### src/rtl/ar429_pkg.sv
// Shared ARINC-429 word constants, FSM states and word packing.
// Used by both the transmit and receive sides.
package ar429_pkg;

    localparam int WORD_BITS = 32;
    localparam int ADR_W     = 8;
    localparam int DAT_W     = 23;

    typedef enum logic [1:0] {
        IDLE,
        BIT_HI,
        BIT_LO,
        GAP
    } ar_state_e;

    // Index k of the result is the k-th bit on the line.
    function automatic logic [WORD_BITS-1:0] ar_pack(
        input logic [ADR_W-1:0] adr,
        input logic [DAT_W-1:0] dat
    );
        logic [WORD_BITS-1:0] w;
        w = '0;
        for (int k = 0; k < ADR_W; k++) begin
            w[k] = adr[ADR_W-1-k];
        end
        for (int j = 0; j < DAT_W; j++) begin
            w[ADR_W+j] = dat[j];
        end
        w[WORD_BITS-1] = ~^{adr, dat};
        return w;
    endfunction

endpackage

### src/rtl/ar_txd_fifo.sv
// Small word FIFO ahead of the serialiser (AR_TXD_FIFO_EN builds only).
// A push on full succeeds when a pop happens in the same cycle.
module ar_txd_fifo #(
    parameter int W     = 32,
    parameter int DEPTH = 4
) (
    input  logic         clk,
    input  logic         rst_n,
    input  logic         push_i,
    input  logic [W-1:0] din_i,
    input  logic         pop_i,
    output logic [W-1:0] dout_o,
    output logic         full_o,
    output logic         empty_o
);

    localparam int AW = $clog2(DEPTH);

    logic [W-1:0] mem_q [DEPTH];
    logic [AW-1:0] wr_q, rd_q;
    logic [AW:0]   cnt_q;
    logic          do_push, do_pop;

    assign full_o  = (cnt_q == (AW+1)'(DEPTH));
    assign empty_o = (cnt_q == '0);
    assign dout_o  = mem_q[rd_q];
    assign do_pop  = pop_i & ~empty_o;
    assign do_push = push_i & (~full_o | do_pop);

    always_ff @(posedge clk) begin
        if (do_push) begin
            mem_q[wr_q] <= din_i;
        end
    end

    always_ff @(posedge clk) begin
        if (!rst_n) begin
            wr_q  <= '0;
            rd_q  <= '0;
            cnt_q <= '0;
        end else begin
            if (do_push) wr_q <= wr_q + 1'b1;
            if (do_pop)  rd_q <= rd_q + 1'b1;
            cnt_q <= cnt_q + {{AW{1'b0}}, do_push} - {{AW{1'b0}}, do_pop};
        end
    end

endmodule

### src/rtl/ar_txd_word.sv
// ARINC-429 return-to-zero word transmitter.
// Define AR_TXD_FIFO_EN for a 4-entry word FIFO in front of the serialiser.
module ar_txd_word
    import ar429_pkg::*;
#(
    parameter int CLK_PER_BIT = 500,
    parameter int GAP_BITS    = 8
) (
    input  logic              clk,
    input  logic              rst_n,
    input  logic [ADR_W-1:0]  adr,
    input  logic [DAT_W-1:0]  dat,
    input  logic              st,
    output logic              rdy,
    output logic              TXD1,
    output logic              TXD0,
    output logic              done
);

    localparam int HALF    = CLK_PER_BIT / 2;
    localparam int HW      = $clog2(CLK_PER_BIT);
    localparam int GAP_CYC = GAP_BITS * CLK_PER_BIT;
    localparam int GW      = $clog2(GAP_CYC);

    ar_state_e            state_q, state_d;
    logic [WORD_BITS-1:0] word_q, word_d;
    logic [4:0]           bit_q, bit_d;
    logic [HW-1:0]        half_q, half_d;
    logic [GW-1:0]        gap_q, gap_d;
    logic                 txd1_q, txd0_q, done_q;
    logic                 txd1_d, txd0_d, done_d;
    logic                 alive_q;
    logic                 load;
    logic [WORD_BITS-1:0] load_word;

`ifdef AR_TXD_FIFO_EN
    logic fifo_full, fifo_empty;

    assign load = alive_q & (state_q == IDLE) & ~fifo_empty;
    assign rdy  = alive_q & (~fifo_full | load);

    ar_txd_fifo #(
        .W     (WORD_BITS),
        .DEPTH (4)
    ) u_fifo (
        .clk     (clk),
        .rst_n   (rst_n),
        .push_i  (st & rdy),
        .din_i   (ar_pack(adr, dat)),
        .pop_i   (load),
        .dout_o  (load_word),
        .full_o  (fifo_full),
        .empty_o (fifo_empty)
    );
`else
    assign rdy       = alive_q & (state_q == IDLE);
    assign load      = st & rdy;
    assign load_word = ar_pack(adr, dat);
`endif

    always_comb begin
        state_d = state_q;
        word_d  = word_q;
        bit_d   = bit_q;
        half_d  = half_q;
        gap_d   = gap_q;
        unique case (state_q)
            IDLE: begin
                if (load) begin
                    state_d = BIT_HI;
                    word_d  = load_word;
                    bit_d   = '0;
                    half_d  = HW'(HALF - 1);
                end
            end
            BIT_HI: begin
                if (half_q == '0) begin
                    state_d = BIT_LO;
                    half_d  = HW'(HALF - 1);
                end else begin
                    half_d = half_q - 1'b1;
                end
            end
            BIT_LO: begin
                if (half_q != '0) begin
                    half_d = half_q - 1'b1;
                end else if (bit_q == 5'd31) begin
                    state_d = GAP;
                    half_d  = '0;
                    gap_d   = GW'(GAP_CYC - 1);
                end else begin
                    state_d = BIT_HI;
                    bit_d   = bit_q + 1'b1;
                    half_d  = HW'(HALF - 1);
                end
            end
            GAP: begin
                if (gap_q == '0) begin
                    state_d = IDLE;
                end else begin
                    gap_d = gap_q - 1'b1;
                end
            end
            default: state_d = IDLE;
        endcase
        // Lines are decoded from the next state so they change with it.
        txd1_d = (state_d == BIT_HI) &  word_d[bit_d];
        txd0_d = (state_d == BIT_HI) & ~word_d[bit_d];
        done_d = (state_d == GAP) & (gap_d == '0);
    end

    always_ff @(posedge clk) begin
        if (!rst_n) begin
            state_q <= IDLE;
            word_q  <= '0;
            bit_q   <= '0;
            half_q  <= '0;
            gap_q   <= '0;
            txd1_q  <= 1'b0;
            txd0_q  <= 1'b0;
            done_q  <= 1'b0;
            alive_q <= 1'b0;
        end else begin
            state_q <= state_d;
            word_q  <= word_d;
            bit_q   <= bit_d;
            half_q  <= half_d;
            gap_q   <= gap_d;
            txd1_q  <= txd1_d;
            txd0_q  <= txd0_d;
            done_q  <= done_d;
            alive_q <= 1'b1;
        end
    end

    assign TXD1 = txd1_q;
    assign TXD0 = txd0_q;
    assign done = done_q;

endmodule

### config.mk
export PLATFORM = sky130hd
export DESIGN_NAME = ar_txd_word
export DESIGN_NICKNAME = d
export VERILOG_FILES = /design/src/rtl/ar429_pkg.sv /design/src/rtl/ar_txd_fifo.sv /design/src/rtl/ar_txd_word.sv
export SDC_FILE = /design/constraint.sdc
export NUM_CORES = 1
export LEC_CHECK = 0
export CAP_MARGIN = 20
export CORE_MARGIN = 2
export CORE_UTILIZATION = 59
export CTS_BUF_LIST = sky130_fd_sc_hd__clkbuf_8
export CTS_CLUSTER_DIAMETER = 50
export DETAILED_ROUTE_END_ITERATION = 12
export PLACE_DENSITY_LB_ADDON = 0.05
export SLEW_MARGIN = 20
export SYNTH_ARGS = -nofsm -noshare
export SYNTH_HDL_FRONTEND = slang
export SYNTH_SLANG_ARGS = --single-unit
export TNS_END_PERCENT = 50
### constraint.sdc
create_clock -name clk -period 4.4 [get_ports clk]
set_input_delay 0.88 -clock clk [delete_from_list [all_inputs] [get_ports clk]]
set_output_delay 0.88 -clock clk [all_outputs]
set_load 0.02 [all_outputs]
==> out/qor.yml, run 1 <==
finish:
  drive_gt1_share_pct: 9.28
  fillCellCount: 602
  area_delta_synth_final_pct: 13.9
  final_core_util_pct: 68.8
  fin_nets: 578
  diodes: 0
pwr:
  p_seq_share_pct: 38.9
  p_switching_mw: 0.595
  p_leak_nw: 1.77
  ir_drop_mv: 0.287
  swShare_pct: 34.2
  combPwrFrac_pct: 31.2
  powerDensity_nw_per_um2: 374
  clkPwrFrac_pct: 29.9
  intPower_mw: 1.14
placement:
  hpwlAfterDp_mm: 7.44
  globalplace.congestion: 0.884
  io_buffer_count: 37
sta:
  fin_setup_tns_ns: 0
  fmax_ghz: 0.282
  fin_skew_ns: 0.0112
  tightest_slew_ns: 0.996
  rsz0062_at_grt: "no"
  finalHoldViolations: 0
  maxSlewHeadroom_pct: 33.6
  fin_crit_ns: 3.55
  setup_violations: 0
  period_share_pct: 80.7
  maxSlewViolCount: 0
floorplan:
  core-area_um2: 6760
  dieWidth_um: 87.2
  die_h_um: 87.2
  row_count: 30
  die-area_um2: 7600
  io_pins: 38
  initial_utilization_pct: 60.4
synthesis:
  yosysTopAreaCell: "dfxtp_1"
  synth_area_leaders: "dfxtp_1, nand2_1, a21oi_1, xnor2_1, nor2_1"
  synth_seq_cells: 64
  syn_inst: 502
  yosysSeqAreaShare_pct: 31.4
  synth_top_area_share_pct: 31.4
  synth_top_flop_cell: "dfxtp_1"
  ys_types: 76
  synth-edff-count: 0
  async_reset_ff_share_pct: 0
  yosys-top-cells-count: "nand2_1, dfxtp_1, a21oi_1, nor2_1, xnor2_1"
  yosysWarnings: 0
  synthesis.area_um2: 4080
  yosysMostFrequentCell: "nand2_1"
  syn-num-nets: 546
  syn_area_per_cell_um2: 8.13
run_status:
  status: "finished, final reports clean"
clock_tree:
  cts.repair.resized: 0
  post-cts-setup-buffers: 0
  clock-sinks: 64
  clockBufferDepth: 2
  root_buffer: "clkbuf_8"
  cts-hold-fix-buffers: 0
  cts_tree: "done"
  cts_buffers: 9
  path_clk_slew_ns: 0.07
  htree_levels: 3
  clock_latency_ns: 0.36
routing:
  dr.first_iter.drc_count: 204
  dr_total_vias: 3907
  wire_per_inst_um: 17.1
  dr.pass1.iters: 5
  postRouteAntennaNets: 0
  wl_mm: 10.6
  vias_per_cell: 6.31
  drc_errors: 0
setup_path:
  cp.required_ns: 4.65
  rrSetupSlack_ns: 0.85
  rr_startpoint: "bit_q[0]"
  worst_setup_path_end_kind: "register"
  max_stage_delay_ns: 0.53
  cpMaxStageDelayCell: "or4_4"
  critPathTopFamily: "simple AND/OR/NAND/NOR gates"
  worstSetupStartpointType: "register"
  path_max_fanout: 10
  worstRegToRegCells: 9
  timing.rr.end: "TXD0"
  arrival_ns: 3.80
  path_class: "register to register"
  path_buf_inv: 0
  crit_chain: "ha_1 -> nand4_1 -> and4_1 -> nor2_2 -> mux2_2 -> a311oi_1 -> nor4_1 -> or4_4 -> o21ba_1"
global_routing:
  grt_pass1_vias: 3704
  grt_usage_pct: 29.1
  antenna_found_initial: 0
  grt_pass1_wl_mm: 17.5
  gr-total-overflow: 0
  grt_max_degree: 31
hold_path:
  min_delay_path_depth: 2
  hold_path.class: "register to register"
  whs_endpoint: "word_q[30]"
  min-delay-start: "word_q[30]"
job:
  cap_violations: 0
## kinds of logic (layout without fill, tap and decap cells)
family          count (synthesis)  after routing  synth area share (%)
fa+ha+maj                      10             10                  3.07
simple gates                  204            204                  24.6
compound gates                145            145                  24.5
xor+xnor                       33             33                  8.43
flops                          64             64                  31.4
mux                             8              8                  2.61
buf+inv                        38             75                  5.43
## flip-flops by register name (all words and copies together), names as in the netlist
signal and cells:
state_q 2, half_q 9, TXD0 1, TXD1 1
gap_q 12, bit_q 5, done 1, alive_q 1
word_q 32
## per-stage QoR
step | setup slack (ns) | total power [mW] | hold WS (ns) | instance area [um2] | std cells
3_3_place_gp | 0.689 | 1.21 | 0.442 | 4450 | 603
6_report | 0.851 | 1.74 | 0.459 | 4650 | 619
3_5_place_dp | 0.631 | 1.22 | 0.451 | 4450 | 603
5_1_grt | 0.744 | 1.82 | 0.482 | 4650 | 619
4_1_cts | 0.927 | 1.74 | 0.461 | 4650 | 619
2_1_floorplan | 1.27 | 1.10 | 0.433 | 4080 | 502
## cell type report
type / instances / area [um2] / area share, %
flip-flops and latches: 64 / 1280 / 27.6
well taps: 80 / 100 / 2.15
clock inverters: 6 / 60.1 / 1.29
repair buffers: 46 / 438 / 9.42
clock buffers: 10 / 138 / 2.96
multi-input cells: 400 / 2580 / 55.6
inverters: 13 / 48.8 / 1.05
## worst min-delay path: stages, from the launching register on
cell and delay, ns:
dfxtp_1 0.31, nand2_1 0.05, a21oi_1 0.05
## worst max-delay path by stage
| stage | from | end | slack, ns | cells after the start |
|---|---|---|---|---|
| after floorplan | st | TXD0 | 1.27 | 9 |
| after global placement | st | TXD0 | 0.69 | 10 |
| after detailed placement | st | TXD0 | 0.63 | 10 |
| after CTS | bit_q[0] | TXD0 | 0.93 | 9 |
| after global routing | bit_q[0] | TXD0 | 0.74 | 9 |
| final | bit_q[0] | TXD0 | 0.85 | 9 |
## power groups by stage
stage               combinational (mW)  clock (mW)  sequential, mW
floorplan                        0.424           0           0.672
global placement                 0.524           0           0.685
detailed placement               0.535           0           0.688
CTS                              0.539       0.524           0.675
global route                     0.593       0.546           0.683
finish                           0.543       0.519           0.677
## metal layers
metal  vias up  track usage, %  part of all wire (%)
met5         -               0                     0
met3        31            4.08                   6.0
met2       164            47.4                    46
met4         0            13.6                   2.9
li1       1881               -                     -
met1      1831            38.2                    45
## cell usage in the layout, fill, tap and decap left out, drive strengths merged, types with 4 or more instances in the layout
master          n
o22ai           4
ha             10
nand3           6
a211oi          8
mux2i           5
nand2          97
inv            13
a21oi          56
nand4           7
nor2           43
buf             9
clkbuf         10
a221oi          5
o31ai           6
clkdlybuf4s50  37
and2            4
a31oi           6
dfxtp          64
o21ai          20
xnor3           4
a311oi          7
nor4            8
nor3           13
and3            6
xnor2          24
xor2            5
clkinv          4
Note: power is estimated with default switching activity, not from simulation.
==> run 2, diff against run 1 <==
Clock period 4.4 ns to 3.4 ns, I/O delays scaled along.
==> out/qor.yml, run 2 (synthesis gave the netlist of run 1 again) <==
clock_tree:
  cts_buffers: 9  # unchanged
  root_buffer: "clkbuf_8"  # unchanged
  cts-hold-fix-buffers: 0  # unchanged
  clock_latency_ns: 0.35  # was 0.36 ns
  clockBufferDepth: 2  # unchanged
  path_clk_slew_ns: 0.07  # about the same
  clock-sinks: 64  # unchanged
  htree_levels: 3  # unchanged
  cts_tree: "done"  # unchanged
pwr:
  p_leak_nw: 1.91  # was 1.77 nW
  powerDensity_nw_per_um2: 470  # was 374 nW/um2
  total_power_mw: 2.29  # was 1.74 mW
  ir_drop_mv: 0.340  # was 0.287 mV
floorplan:
  die-area_um2: 7600  # unchanged
  row_count: 30  # unchanged
  initial_utilization_pct: 60.4  # unchanged
  dieWidth_um: 87.2  # unchanged
  io_pins: 38  # unchanged
  core-area_um2: 6760  # unchanged
  die_h_um: 87.2  # unchanged
placement:
  placed_cells: 628  # was 603
  io_buffer_count: 37  # unchanged
  globalplace.congestion: 0.934  # was 0.884
  hpwlAfterDp_mm: 7.69  # was 7.44 mm
sta:
  setup_violations: 0  # unchanged
  period_share_pct: 96.4  # was 80.7%
  finalHoldViolations: 0  # unchanged
  holdWs_ns: 0.464  # was 0.459 ns
  tightest_slew_ns: 0.778  # was 0.996 ns
  maxSlewHeadroom_pct: 47.7  # was 33.6%
  fin_skew_ns: 0.0103  # was 0.0112 ns
  rsz0062_at_grt: "no"  # unchanged
  fmax_ghz: 0.305  # was 0.282 GHz
  fin_crit_ns: 3.28  # was 3.55 ns
  maxSlewViolCount: 0  # unchanged
finish:
  layout_common_cells: "nand2_1, dfxtp_1, a21oi_1"  # unchanged
  area_delta_synth_final_pct: 19.4  # was 13.9%
  largest_registers: "word_q x32, gap_q x12, half_q x9"  # unchanged
  fin_cells: 646  # was 619
  regMostFlops: "word_q"  # unchanged
  layout_commonest_cell: "nand2_1"  # unchanged
  fin_nets: 605  # was 578
  drive_gt1_share_pct: 14.0  # was 9.28%
  largest_register_ffs: 32  # unchanged
  diodes: 0  # unchanged
  fillCellCount: 548  # was 602
setup_path:
  worst_setup_path_end_kind: "register"  # unchanged
  crit_chain: "inv_1 -> ha_1 -> or4b_4 -> o41a_1 -> a311o_1 -> a2111oi_4 -> a21boi_2 -> nor4_1 -> or4_4 -> o21ba_1"  # was ha_1 -> nand4_1 -> and4_1 -> nor2_2 -> mux2_2 -> a311oi_1 -> nor4_1 -> or4_4 -> o21ba_1
  worstSetupStartpointType: "register"  # unchanged
  cpMaxStageDelayCell: "or4_4"  # unchanged
  max_stage_delay_ns: 0.53  # about the same
  arrival_ns: 3.52  # was 3.80 ns
  path_class: "register to register"  # unchanged
  path_max_fanout: 5  # was 10
  rrSetupSlack_ns: 0.12  # was 0.85 ns
  cp.required_ns: 3.64  # was 4.65 ns
job:
  cap_violations: 0  # unchanged
global_routing:
  met1_usage_pct: 38.5  # was 38.2%
  grt_pass1_wl_mm: 17.7  # was 17.5 mm
  grt_usage_pct: 29.3  # was 29.1%
  grt_pass1_vias: 3776  # was 3704
  grt.busiest_layer: "met2"  # unchanged
  met2_usage_pct: 48.5  # was 47.4%
  gr-usage-met3_pct: 6.07  # was 4.08%
  antenna_found_initial: 0  # unchanged
  grt_max_degree: 47  # was 31
  gr-total-overflow: 0  # unchanged
routing:
  wl_mm: 10.6  # about the same
  dr.first_iter.drc_count: 272  # was 204
  dr.pass1.iters: 5  # unchanged
  postRouteAntennaNets: 0  # unchanged
  drc_errors: 0  # unchanged
  vias_per_cell: 6.16  # was 6.31
  wire_per_inst_um: 16.3  # was 17.1 um
  dr_total_vias: 3979  # was 3907
run_status:
  status: "finished, final reports clean"  # unchanged
hold_path:
  hold_path.class: "register to register"  # unchanged
## run 2: worst paths after layout
path,startpoint,to,cells past startpoint
hold reg to reg,word_q[30],word_q[30],2
setup / recovery,half_q[1],TXD0,10
hold / removal,word_q[30],word_q[30],2
setup reg to reg,half_q[1],TXD0,10
## run 2: per-stage QoR
step / util, % / worst slack [ns] / setup TNS (ns) / area, um2
after floorplan: - / 0.300 / 0 / 4080
after global placement: 68.9 / -0.0106 / -0.0106 / 4650
after detailed placement: 68.9 / -0.0524 / -0.0524 / 4650
after CTS: 71.9 / 0.0155 / 0 / 4860
after global routing: 72.1 / 0.0103 / 0 / 4870
final: 72.1 / 0.121 / 0 / 4870
## run 2: worst max-delay path, delay by kind of cell, from the launching register on
kind	cells	cell delay (ns)
AOI/OAI and AO/OA	5	1.43
adders and majority gates	1	0.18
buffers and inverters	1	0.10
DFF	1	0.33
and+or+nand+nor	3	1.12
## run 2: layout make-up
| type | instances | area, um2 | share of cell area [%] |
|---|---|---|---|
| Clock inverter | 5 | 55.1 | 1.13 |
| Timing Repair Buffer | 73 | 653 | 13.4 |
| Sequential cell | 64 | 1280 | 26.3 |
| Inverter | 13 | 48.8 | 1.00 |
| Clock buffer | 11 | 151 | 3.11 |
| Multi-Input combinational cell | 400 | 2580 | 53.0 |
| Tap cell | 80 | 100 | 2.05 |
## run 2: report_power, final
group | internal (mW) | switching (mW)
clock network | 0.376 | 0.309
logic | 0.349 | 0.385
registers | 0.810 | 0.0642
total | 1.53 | 0.759
## run 2: timing repair
item / 4_1_cts / 5_1_grt
endpoints found under the setup margin: 0 / 2
setup buffers: 0 / 2
gates resized for setup: 0 / 1
## run 2: routing by layer
metal | share of wire [%] | up-vias | wire length, um
met3 | 6.0 | 21 | 634
met4 | 2.0 | 0 | 215
li1 | - | 1943 | -
met2 | 48 | 146 | 5110
met5 | 0 | - | 0
met1 | 44 | 1869 | 4590
==> run 3, diff against run 2 <==
Settings changed: CORE_MARGIN 2 to 1.
==> out/qor.yml, run 3 (synthesis gave the netlist of run 1 again) <==
run_status:
  status: "finished, final reports clean"  # unchanged
setup_path:
  worst_setup_path_end_kind: "register"  # unchanged
  worstSetupStartpointType: "register"  # unchanged
  arrival_ns: 3.48  # was 3.52 ns
  path_max_fanout: 6  # was 5
  rrSetupSlack_ns: 0.17  # was 0.12 ns
  startpoint: "state_q[0]"  # was half_q[1]
  path_class: "register to register"  # unchanged
  rr_startpoint: "state_q[0]"  # was half_q[1]
  cp.required_ns: 3.64  # about the same
sta:
  finalHoldViolations: 0  # unchanged
  maxSlewHeadroom_pct: 60.6  # was 47.7%
  period_share_pct: 95.1  # was 96.4%
  tightest_slew_ns: 0.587  # was 0.778 ns
  fmax_ghz: 0.309  # was 0.305 GHz
  fin_skew_ns: 0.00607  # was 0.0103 ns
  setup_slack_ns: 0.166  # was 0.121 ns
  fin_crit_ns: 3.23  # was 3.28 ns
  maxSlewViolCount: 0  # unchanged
  setup_violations: 0  # unchanged
clock_tree:
  cts_tree: "done"  # unchanged
  htree_levels: 3  # unchanged
  cts_buffers: 9  # unchanged
  clockBufferDepth: 2  # unchanged
  clock-sinks: 64  # unchanged
  path_clk_slew_ns: 0.07  # about the same
  cts-hold-fix-buffers: 0  # unchanged
  root_buffer: "clkbuf_8"  # unchanged
  clock_latency_ns: 0.35  # about the same
floorplan:
  dieWidth_um: 85.2  # was 87.2 um
  io_pins: 38  # unchanged
  core-area_um2: 6490  # was 6760 um2
  initial_utilization_pct: 62.8  # was 60.4%
  die-area_um2: 7250  # was 7600 um2
  row_count: 29  # was 30
  die_h_um: 85.2  # was 87.2 um
pwr:
  powerDensity_nw_per_um2: 470  # about the same
  total_power_mw: 2.28  # was 2.29 mW
  swShare_pct: 33.5  # was 33.1%
  p_seq_share_pct: 38.1  # about the same
  combPwrFrac_pct: 33.6  # was 32.0%
  clkPwrFrac_pct: 28.3  # was 29.9%
  p_switching_mw: 0.764  # was 0.759 mW
  ir_drop_mv: 0.331  # was 0.340 mV
  intPower_mw: 1.51  # was 1.53 mW
  p_leak_nw: 1.89  # was 1.91 nW
global_routing:
  grt_max_degree: 41  # was 47
  gr-usage-met3_pct: 7.59  # was 6.07%
  grt_pass1_vias: 3633  # was 3776
  gr-total-overflow: 0  # unchanged
  met2_usage_pct: 47.9  # was 48.5%
  grt_pass1_wl_mm: 17.4  # was 17.7 mm
  antenna_found_initial: 0  # unchanged
  met1_usage_pct: 41.0  # was 38.5%
  grt.busiest_layer: "met2"  # unchanged
  grt_usage_pct: 30.3  # was 29.3%
finish:
  layout_commonest_cell: "nand2_1"  # unchanged
  diodes: 0  # unchanged
  largest_registers: "word_q x32, gap_q x12, half_q x9"  # unchanged
  area_delta_synth_final_pct: 18.7  # was 19.4%
  fillCellCount: 516  # was 548
  fin_cells: 638  # was 646
  regMostFlops: "word_q"  # unchanged
  layout_common_cells: "nand2_1, dfxtp_1, a21oi_1"  # unchanged
  fin_nets: 601  # was 605
  largest_register_ffs: 32  # unchanged
  drive_gt1_share_pct: 13.4  # was 14.0%
routing:
  wire_per_inst_um: 16.3  # about the same
  vias_per_cell: 6.18  # was 6.16
  dr_total_vias: 3941  # was 3979
  dr.pass1.iters: 5  # unchanged
  drc_errors: 0  # unchanged
  dr.first_iter.drc_count: 312  # was 272
  postRouteAntennaNets: 0  # unchanged
  wl_mm: 10.4  # was 10.6 mm
hold_path:
  hold_path.class: "register to register"  # unchanged
  min-delay-start: "word_q[24]"  # was word_q[30]
placement:
  io_buffer_count: 37  # unchanged
  globalplace.congestion: 0.889  # was 0.934
  pre_cts_ws_ns: -0.0405  # was -0.0524 ns
  placed_cells: 622  # was 628
  hpwlAfterDp_mm: 7.40  # was 7.69 mm
job:
  cap_violations: 0  # unchanged
run 3: worst paths after layout:
| check | to | depth (start not counted) |
|---|---|---|
| min reg2reg | word_q[24] | 2 |
| max reg2reg | TXD0 | 11 |
| max | TXD0 | 11 |
| min | word_q[24] | 2 |
run 3: repair_timing:
item                                    4_1_cts  5_1_grt
endpoints found under the hold margin         0        0
endpoints found under the setup margin        0        2
setup buffers                                 0        1
gates resized for setup                       0        4
run 3: metrics by stage:
stage	util (%)	area [um2]	setup TNS, ns	hold WS (ns)
floorplan	-	4080	0	0.433
global placement	71.2	4630	0	0.441
detailed placement	71.2	4630	-0.0405	0.447
CTS	74.1	4810	0	0.456
global route	74.6	4840	-0.0414	0.483
finish	74.6	4840	0	0.457
run 3: worst max-delay path, cell delays in order (launching register included):
cell       delay, ns
dfxtp_1         0.34
inv_1           0.18
ha_1            0.31
buf_4           0.17
nand2_1         0.08
o41a_1          0.49
a311o_1         0.36
a2111oi_4       0.19
a21boi_2        0.20
nor4_1          0.08
or4_4           0.53
o21ba_1         0.19
run 3: area by class of cell:
class | count | area (um2) | share of cell area (%)
clock inverter | 5 | 48.8 | 1.01
inverter | 13 | 48.8 | 1.01
sequential | 64 | 1280 | 26.5
multi-input combinational | 400 | 2610 | 53.8
timing repair buffer | 69 | 623 | 12.9
tap | 77 | 96.3 | 1.99
clock buffer | 10 | 138 | 2.84
run 3: per-layer routing:
metal  wire [um]  vias up
met5           0        -
met4         165        0
met3         657       22
met2        4920      149
met1        4670     1832
li1            -     1938
run 3: power groups by stage:
stage	Sequential [mW]	Clock [mW]	Combinational [mW]
6_report	0.869	0.645	0.765
5_1_grt	0.875	0.692	0.838
4_1_cts	0.867	0.657	0.746
3_5_place_dp	0.883	0	0.739
3_3_place_gp	0.882	0	0.721
2_1_floorplan	0.869	0	0.548
